===== src/rtl/input_debouncer.sv =====
// Synchroniser + debounce filter for 16 keys, 5 buttons and the pill sensor, emitting one-cycle press pulses.
// Optional button auto-repeat is built when BUTTON_AUTO_REPEAT_EN is defined.
module input_debouncer #(
  parameter int DEBOUNCE_CYCLES    = 20,
  parameter int PILL_FILTER_CYCLES = 3,
  parameter int REPEAT_DELAY       = 500,
  parameter int REPEAT_PERIOD      = 100
) (
  input  logic        clock,
  input  logic        reset_n,
  input  logic [15:0] keyboard,
  input  logic [4:0]  button,
  input  logic        pill,
  output logic [15:0] keyboard_down,
  output logic [4:0]  button_down,
  output logic        pill_pulse
);

  localparam int NB       = 22;
  localparam int PILL_BIT = 21;
  localparam int MAX_AB   = (DEBOUNCE_CYCLES > REPEAT_DELAY) ? DEBOUNCE_CYCLES : REPEAT_DELAY;
  localparam int MAX_ABC  = (MAX_AB > REPEAT_PERIOD) ? MAX_AB : REPEAT_PERIOD;
  localparam int MAXC     = (MAX_ABC > PILL_FILTER_CYCLES) ? MAX_ABC : PILL_FILTER_CYCLES;
  localparam int CW       = $clog2(MAXC + 1);

  localparam logic [CW-1:0] KEY_LAST  = CW'(DEBOUNCE_CYCLES - 1);
  localparam logic [CW-1:0] PILL_LAST = CW'(PILL_FILTER_CYCLES - 1);

  logic [NB-1:0] raw;
  logic [NB-1:0] sync1, sync2, filt, filt_prev, rise;
  logic [CW-1:0] cnt [NB];

  assign raw = {pill, button, keyboard};

  // Counter tracks consecutive samples that disagree with the filtered level;
  // the level flips on the last of those samples, and the pulse follows one edge later.
  always_ff @(posedge clock or negedge reset_n) begin
    if (!reset_n) begin
      sync1     <= '0;
      sync2     <= '0;
      filt      <= '0;
      filt_prev <= '0;
      rise      <= '0;
      for (int unsigned i = 0; i < NB; i++) cnt[i] <= '0;
    end else begin
      sync1     <= raw;
      sync2     <= sync1;
      filt_prev <= filt;
      rise      <= filt & ~filt_prev;
      for (int unsigned i = 0; i < NB; i++) begin
        if (sync2[i] == filt[i]) begin
          cnt[i] <= '0;
        end else if (cnt[i] == ((i == PILL_BIT) ? PILL_LAST : KEY_LAST)) begin
          filt[i] <= sync2[i];
          cnt[i]  <= '0;
        end else if (cnt[i] != '1) begin
          cnt[i] <= cnt[i] + 1'b1;
        end
      end
    end
  end

  assign keyboard_down = rise[15:0];
  assign pill_pulse    = rise[PILL_BIT];

`ifdef BUTTON_AUTO_REPEAT_EN
  localparam logic [CW-1:0] DELAY_LAST  = CW'(REPEAT_DELAY - 1);
  localparam logic [CW-1:0] PERIOD_LAST = CW'(REPEAT_PERIOD - 1);

  logic [CW-1:0] hcnt [5];
  logic [4:0]    first;
  logic [4:0]    rep;

  // hcnt is re-aligned to 1 the cycle after the press pulse, so hcnt==j means j cycles since it.
  always_ff @(posedge clock or negedge reset_n) begin
    if (!reset_n) begin
      first <= '1;
      rep   <= '0;
      for (int unsigned i = 0; i < 5; i++) hcnt[i] <= '0;
    end else begin
      for (int unsigned i = 0; i < 5; i++) begin
        rep[i] <= 1'b0;
        if (!filt[16+i]) begin
          hcnt[i]  <= '0;
          first[i] <= 1'b1;
        end else if (rise[16+i]) begin
          hcnt[i] <= CW'(1);
        end else if (hcnt[i] == (first[i] ? DELAY_LAST : PERIOD_LAST)) begin
          rep[i]   <= 1'b1;
          hcnt[i]  <= '0;
          first[i] <= 1'b0;
        end else if (hcnt[i] != '1) begin
          hcnt[i] <= hcnt[i] + 1'b1;
        end
      end
    end
  end

  assign button_down = rise[20:16] | rep;
`else
  assign button_down = rise[20:16];
`endif

endmodule


===== config.mk =====
export PLATFORM = sky130hd
export DESIGN_NAME = input_debouncer
export DESIGN_NICKNAME = d
export VERILOG_FILES = /design/src/rtl/input_debouncer.sv
export SDC_FILE = /design/constraint.sdc
export NUM_CORES = 1
export LEC_CHECK = 0
export CAP_MARGIN = 5
export CORE_UTILIZATION = 45
export DETAILED_ROUTE_END_ITERATION = 10
export GPL_ROUTABILITY_DRIVEN = 0
export HOLD_SLACK_MARGIN = 0.06
export PLACE_DENSITY = 0.61
export SETUP_SLACK_MARGIN = 0.5
export SLEW_MARGIN = 30
export SYNTH_ARGS = -nofsm -noshare
export SYNTH_HDL_FRONTEND = slang
export SYNTH_SLANG_ARGS = --single-unit

===== constraint.sdc =====
create_clock -name clock -period 4.1 [get_ports clock]
set_input_delay 0.41 -clock clock [delete_from_list [all_inputs] [get_ports clock]]
set_output_delay 0.41 -clock clock [all_outputs]
set_load 0.02 [all_outputs]

== Word level (Yosys, flattened, before mapping) ==
Index checks and enable logic that the tools add are counted.
Cells by class
  reductions and logical operators: 44
  muxes and demuxes: 66
  $add $sub $neg: 22
  equal/unequal tests: 66
  bitwise gates (word level): 24
Operator list (number)
  $mux 9: 66
  $add 9x1->9 const B: 22
  $ne 9x9->1 const B: 22
  $eq 9x5->1 const B: 21
  $reduce_bool 3->1: 22
  $reduce_and 2->1: 22
  $and 22x22->22: 1
  $eq 1x1->1: 22
  $not 1->1: 22
  $not 22->22: 1
  $eq 9x2->1 const B: 1
Storage, ports and cells
  register bits after elaboration: 308
  word-level logic and storage cells: 270

== Longest topological paths before layout ==
Gate-level depths: netlist of the first run.
  depth in word-level cells: 4
  mapped depth: 8

== Worst setup path after synthesis of the first run ==
Ideal clock, no wire load.
  path kind: reg-to-reg
  start: register cnt[0] (netlist bit)
  end: register cnt[5] (netlist bit)
  arrival: 1.794 ns
  slack: 2.228 ns
  path buffers: 1
  library setup time: 0.078 ns
  required time: 4.022 ns
  cell stages (with the launch flop): 9
  cell sequence: dfrtp_1 ha_1 nand3_1 nor2_1 ha_1 clkbuf_1 nand4b_1 or3_1 a21oi_1
Between the ends
  word-level cells in the longest chain between the ends: 4
  elaborated cells between the ends (all ways): 7
RTL lines
  start, declared: line 31  | logic [CW-1:0] cnt [NB];
  start signal, assigned by index: line 57  | cnt[i] <= cnt[i] + 1'b1;
  $add 9x1->9: line 57
  $mux 9: line 56  | end else if (cnt[i] != '1) begin
  $mux 9: line 53  | end else if (cnt[i] == ((i == PILL_BIT) ? PILL_LAST : KEY_LAST)) begin
  $mux 9: line 51  | if (sync2[i] == filt[i]) begin
Several ways; a longest one is shown, not always the timed one. The select of a mux whose other input is x is not followed.
A chain may end at the register's enable or synchronous reset.

== Final worst setup path of the first run ==
  start: register cnt[126] (netlist bit)
  end: register cnt[130] (netlist bit)
The elaborated chain is that of the path after synthesis.

==> results of run 1 <==
## path summary, 6_finish.rpt
kind	from	slack [ns]	end
worst max-delay path	cnt[126]$_DFFE_PN0P_	2.02	cnt[130]$_DFFE_PN0P_
min in group asynchronous	reset_n	0.37	rise[17]$_DFF_PN0_
max in group asynchronous	reset_n	2.72	cnt[97]$_DFFE_PN0P_
worst max register to register	cnt[126]$_DFFE_PN0P_	2.02	cnt[130]$_DFFE_PN0P_
worst min register to register	sync1[12]$_DFF_PN0_	0.35	sync2[12]$_DFF_PN0_
worst min-delay path	sync1[12]$_DFF_PN0_	0.35	sync2[12]$_DFF_PN0_
## cells by family after synthesis
kind of cell,synth area share
fa+ha+maj,0.04095
xor+xnor,0.06880
buf+inv,0.009829
simple gates,0.1996
compound gates,0.07909
flops,0.5606
mux,0.04114
## cells in the mapped netlist, types with 3 or more instances
| cell type | instances |
|---|---|
| nand3_1 | 44 |
| o21ai_1 | 14 |
| inv_1 | 11 |
| nand4b_1 | 44 |
| dfrtp_1 | 308 |
| xnor2_1 | 24 |
| mux2i_1 | 43 |
| nor2b_1 | 42 |
| nand4_1 | 22 |
| ha_1 | 45 |
| nor4b_1 | 7 |
| or3_1 | 48 |
| a21oi_1 | 68 |
| mux2_2 | 11 |
| o31ai_1 | 30 |
| clkbuf_1 | 25 |
| or4b_2 | 34 |
| nand2_1 | 77 |
| a21o_1 | 4 |
| xor2_1 | 84 |
| o21ai_0 | 72 |
| nor2_1 | 145 |
| o21ai_2 | 3 |
| or4_1 | 21 |
## placed cells by master, fill, tap and decap left out, drive strengths merged, types with 2 or more instances in the layout
| master | count |
|---|---|
| a21o | 4 |
| a21oi | 68 |
| buf | 6 |
| clkbuf | 53 |
| clkdlybuf4s50 | 44 |
| clkinv | 7 |
| dfrtp | 308 |
| ha | 45 |
| inv | 11 |
| mux2 | 12 |
| mux2i | 43 |
| nand2 | 77 |
| nand2b | 2 |
| nand3 | 44 |
| nand3b | 2 |
| nand4 | 22 |
| nand4b | 44 |
| nor2 | 145 |
| nor2b | 42 |
| nor4b | 7 |
| o21ai | 89 |
| o31ai | 30 |
| or3 | 48 |
| or4 | 22 |
| or4b | 34 |
| xnor2 | 24 |
| xor2 | 84 |
## registers in the layout, indices dropped and copies added, names as in the netlist
name / count
filt_prev: 22
sync2: 22
cnt: 198
rise: 22
filt: 22
sync1: 22
## critical path, stage by stage (launching register included)
cell     delay (ns)
dfrtp_1        0.38
ha_1           0.24
or4b_2         0.66
o21ai_1        0.54
nor2_1         0.11
## cell type report
class | count | share of cell area
Multi-Input combinational cell | 892 | 0.3733
Clock inverter | 9 | 0.004587
Sequential cell | 308 | 0.4871
Tap cell | 390 | 0.03084
Clock buffer | 53 | 0.06611
Timing Repair Buffer | 51 | 0.03543
Inverter | 11 | 0.002610
## metrics by stage
step	setup WS (ns)	power, uW	hold WS (ns)
detailed placement	2.038	3646	0.3347
floorplan	2.228	3480	0.1144
global route	1.877	6876	0.3248
finish	2.024	6570	0.3451
global placement	2.057	3635	0.3317
CTS	2.026	6701	0.3203
## routing by layer
layer	global-route usage	vias up
li1	-	4573
met1	0.2053	4435
met2	0.2510	98
met3	0.02577	44
met4	0.04993	0
met5	0	-
## what timing repair did
item | 4_1_cts | 5_1_grt
hold endpoints to repair | 45 | 0
resized for setup | 0 | 0
setup endpoints to repair | 0 | 0
hold buffers | 1 | 0
## where the power goes
part	leakage (uW)	internal [uW]	switching (uW)
clock	0.000553	1820	1160
combinational	0.00223	150	209
sequential	0.00414	3140	87.4
total	0.00692	5110	1460
==> reports/results.ini, run 1 <==
[setup_path]
start_kind = register
cp-end-kind = register
cp.arrival_ns = 2.43
r2r.worst_path.cells = 4
required_ns = 4.45
critical_path_class = reg2reg
critPathMaxFanout = 8

[sta]
timing.max_slew.rel_slack = 0.4665
clock.fmax_ghz = 0.4816
min_period_ns = 2.076
finalHoldViolations = 0
rsz0062_at_grt = no
finalClockSkew_ns = 0.007380
tns_ns = 0
worst_pin_slew_ns = 0.7916
finalCritPeriodShare = 0.5064
setup_viol = 0
drv_slew = 0

[global_route]
grt_max_degree = 116
grt_antenna_before_repair = 0
grt_pass1_wl_mm = 40.59
gr-total-overflow = 0
grt_util_all_layers = 0.1527
grt_pass1_vias = 9014

[power_and_ir_drop]
p_leak_uw = 0.006919
p_per_area_nw_per_um2 = 415.3
peakVddDrop_v = 0.0002992

[drt]
first_pass_iters = 4
wl_met3_um = 667
dr.max_layer_used = met4
drc = 0
vias_per_cell = 5.338
ant_nets = 0
wl_met1_mm = 11.13
num_vias = 9150
wirelength_mm = 22.71
wl_met2_mm = 10.34
wire_per_inst_um = 13.25
drt_iter0_drc = 413

[die]
fp-row-count = 63
fp.dieW_um = 176.8
start_util = 0.4602
boundaryPins = 46
core_area_um2 = 29870
chipHeight_um = 176.8
fp.dieArea_um2 = 31250

[yosys]
async_flop_share = 1.000
synth_cell_types = 32
netlist_area_um2 = 13750
synth.avg_cell_area_um2 = 11.12
yosysWarnings = 0
syn_nets = 1305
synth_top_area_share = 0.5606
ys.flop_type = dfrtp_1
synth-seq-cells = 308
ys_seq_area_frac = 0.5606
synthTopCellsByArea = dfrtp_1 (56%), xor2_1 (5.4%), ha_1 (4.1%)
synth_edf_count = 0
synth_cells = 1236
yosysTopAreaCell = dfrtp_1

[placement]
numPortBuffers = 45
place_hpwl_mm = 14.78
dpl_cell_area_um2 = 14670
dp.cells = 1650

[clock_network]
cts_max_path_buffers = 3
cts_htree_levels = 2
cts_buffers = 35
clk_latency_ns = 0.50
post-cts-setup-buffers = 0
clock-root-buffer = clkbuf_16
cts_tree = built
cts.clk_slew.worst_paths_ns = 0.06
cts_num_sinks = 308

[cells_and_area]
area_delta_synth_final_pct = 15.08
stdcell_area_um2 = 15820
multi_input_area_um2 = 5906
fillerInstances = 2611
final_cells = 1714
final_core_util = 0.5296
antenna_cells = 0
seq_area_um2 = 7707
fin_nets = 1368
drive_above_1_share = 0.08157

[job]
maxCapViolations = 0

[status]
status = finished clean

[worst_hold_path]
hold_class = reg2reg
whs_path_depth = 0

Power figures use the tool's default switching activity.
==> inputs of run 2 (changes only) <==
PLACE_DENSITY = 0.63   (was 0.61)
clock period = 1.85 ns   (was 4.1 ns; I/O delays follow)
==> run 2 against run 1 <==
Against the previous run:
- worst hold slack got worse by 0.23 ns
- worst setup slack got worse by 2.0 ns
- maximum frequency increased by 15%
- sequential cell count unchanged
- largest cell class unchanged
==> reports/results.ini, run 2 (same netlist as run 1, synthesis figures left out) <==
[sta]
setup_viol = 0  ; unchanged
drv_slew = 0  ; unchanged
min_period_ns = 1.812  ; was 2.076 ns
clock.fmax_ghz = 0.5520  ; was 0.4816 GHz
holdWs_ns = 0.1162  ; was 0.3451 ns
tns_ns = 0  ; unchanged
rsz0062_at_grt = yes  ; was no
finalClockSkew_ns = 0.01146  ; was 0.007380 ns
timing.max_slew.rel_slack = 0.6869  ; was 0.4665
fin_ws_ns = 0.03829  ; was 2.024 ns
finalCritPeriodShare = 0.9793  ; was 0.5064
finalHoldViolations = 0  ; unchanged
worst_pin_slew_ns = 0.4681  ; was 0.7916 ns

[drt]
drc = 0  ; unchanged
first_pass_iters = 5  ; was 4
num_vias = 10495  ; was 9150
wirelength_mm = 28.96  ; was 22.71 mm
drt_iter0_drc = 351  ; was 413
ant_nets = 0  ; unchanged
vias_per_cell = 5.360  ; was 5.338
wire_per_inst_um = 14.79  ; was 13.25 um

[die]
core_area_um2 = 29870  ; unchanged
boundaryPins = 46  ; unchanged
fp.dieArea_um2 = 31250  ; unchanged
start_util = 0.4602  ; unchanged
chipHeight_um = 176.8  ; unchanged
fp.dieW_um = 176.8  ; unchanged
fp-row-count = 63  ; unchanged

[global_route]
grt_util_all_layers = 0.1800  ; was 0.1527
gr-total-overflow = 0  ; unchanged
grt_pass1_vias = 10398  ; was 9014
grt_antenna_before_repair = 0  ; unchanged
grt_max_degree = 53  ; was 116
grt_pass1_wl_mm = 47.31  ; was 40.59 mm

[cells_and_area]
antenna_cells = 0  ; unchanged
area_delta_synth_final_pct = 43.07  ; was 15.08%
top_register = cnt  ; unchanged
layout_common_cells = dfrtp_1 (281), buf_4 (176), nor2_1 (99), xor2_1 (81), nand2_1 (76)  ; was dfrtp_1 (308), nor2_1 (145), xor2_1 (84), nand2_1 (77), o21ai_0 (72)
drive_above_1_share = 0.4254  ; was 0.08157
fin_nets = 1613  ; was 1368
final_core_util = 0.6584  ; was 0.5296
largest_register_ffs = 198  ; unchanged
final_common_cell = dfrtp_1  ; unchanged

[clock_network]
cts_max_path_buffers = 3  ; unchanged
cts_buffers = 37  ; was 35
cts_htree_levels = 2  ; unchanged
cts.clk_slew.worst_paths_ns = 0.06  ; about the same
cts_num_sinks = 308  ; unchanged
clock-root-buffer = clkbuf_16  ; unchanged
cts_tree = built  ; unchanged
clk_latency_ns = 0.50  ; about the same

[setup_path]
required_ns = 2.28  ; was 4.45 ns
critPathMaxFanout = 7  ; was 8
start_kind = register  ; unchanged
r2r-start = cnt[82]$_DFFE_PN0P_  ; was cnt[126]$_DFFE_PN0P_
cp-end-kind = register  ; unchanged
cp.arrival_ns = 2.24  ; was 2.43 ns
critical_path_class = reg2reg  ; unchanged
critPathLaunch = cnt[82]$_DFFE_PN0P_  ; was cnt[126]$_DFFE_PN0P_
rrSetupSlack_ns = 0.04  ; was 2.02 ns

[placement]
dp_worst_setup_slack_ns = 0.06521  ; was 2.038 ns
numPortBuffers = 45  ; unchanged
place_hpwl_mm = 16.17  ; was 14.78 mm

[worst_hold_path]
hold_class = in2reg  ; was reg2reg
hp-start = pill  ; was sync1[12]$_DFF_PN0_

[power_and_ir_drop]
p_per_area_nw_per_um2 = 795.1  ; was 415.3 nW/um^2
peakVddDrop_v = 0.0005751  ; was 0.0002992 V
p_leak_uw = 0.008339  ; was 0.006919 uW

[job]
maxCapViolations = 0  ; unchanged

[status]
status = finished clean  ; unchanged

[run 2: power by group]
group / total, uW / switching (uW) / leakage (uW) / internal, uW
sequential: 7170 / 215 / 0.00410 / 6960
clock: 6960 / 2700 / 0.000581 / 4260
combinational: 1510 / 733 / 0.00366 / 775
total: 15600 / 3650 / 0.00834 / 12000
[run 2: stage by stage]
| stage | power (uW) | instance area (um^2) | cells |
|---|---|---|---|
| 3_5_place_dp | 8222 | 15810 | 1703 |
| 5_1_grt | 16330 | 19670 | 1958 |
| 4_1_cts | 15620 | 18590 | 1907 |
| 6_report | 15640 | 19670 | 1958 |
| 2_1_floorplan | 7819 | 14690 | 1236 |
| 3_3_place_gp | 8199 | 15810 | 1703 |
[run 2: final cells by class]
cell class | count | area (um^2)
clock buffer | 52 | 1062
clock inverter | 11 | 107.6
fill | 2192 | 10210
inverter | 11 | 43.79
multi-input combinational | 897 | 7681
sequential | 308 | 7741
tap | 390 | 488.0
timing repair buffer | 289 | 2545
[run 2: per-layer routing]
metal | share of wire | track usage | up-vias
li1 | - | - | 5081
met1 | 0.45 | 0.2318 | 5269
met2 | 0.51 | 0.3123 | 110
met3 | 0.028 | 0.02878 | 35
met4 | 0.016 | 0.05101 | 0
met5 | 0 | 0 | -
[run 2: what timing repair did]
action / CTS / global route
setup endpoints to repair: 242 / 230
buffers inserted: 135 / 51
pin swaps: 115 / 89
gates resized for setup: 194 / 204
cloned: 5 / 0
endpoints found under the hold margin: 253 / 0
hold buffers: 1 / 0
[run 2: path summary, 6_finish.rpt]
| kind | end | cells after the start |
|---|---|---|
| min in group asynchronous | cnt[3]$_DFFE_PN0P_ | 2 |
| hold reg to reg | sync2[7]$_DFF_PN0_ | 0 |
| setup reg to reg | cnt[87]$_DFFE_PN0P_ | 8 |
| hold / removal | sync1[21]$_DFF_PN0_ | 1 |
| max in group asynchronous | cnt[164]$_DFFE_PN0P_ | 3 |
| setup / recovery | cnt[87]$_DFFE_PN0P_ | 8 |
[run 2: critical path: stages, from the launching register on]
cell and delay [ns]:
dfrtp_1 0.41, ha_2 0.21, nand3_2 0.08, nor2_2 0.04
ha_2 0.18, buf_4 0.14, buf_6 0.13, or4_1 0.40
a21oi_1 0.15
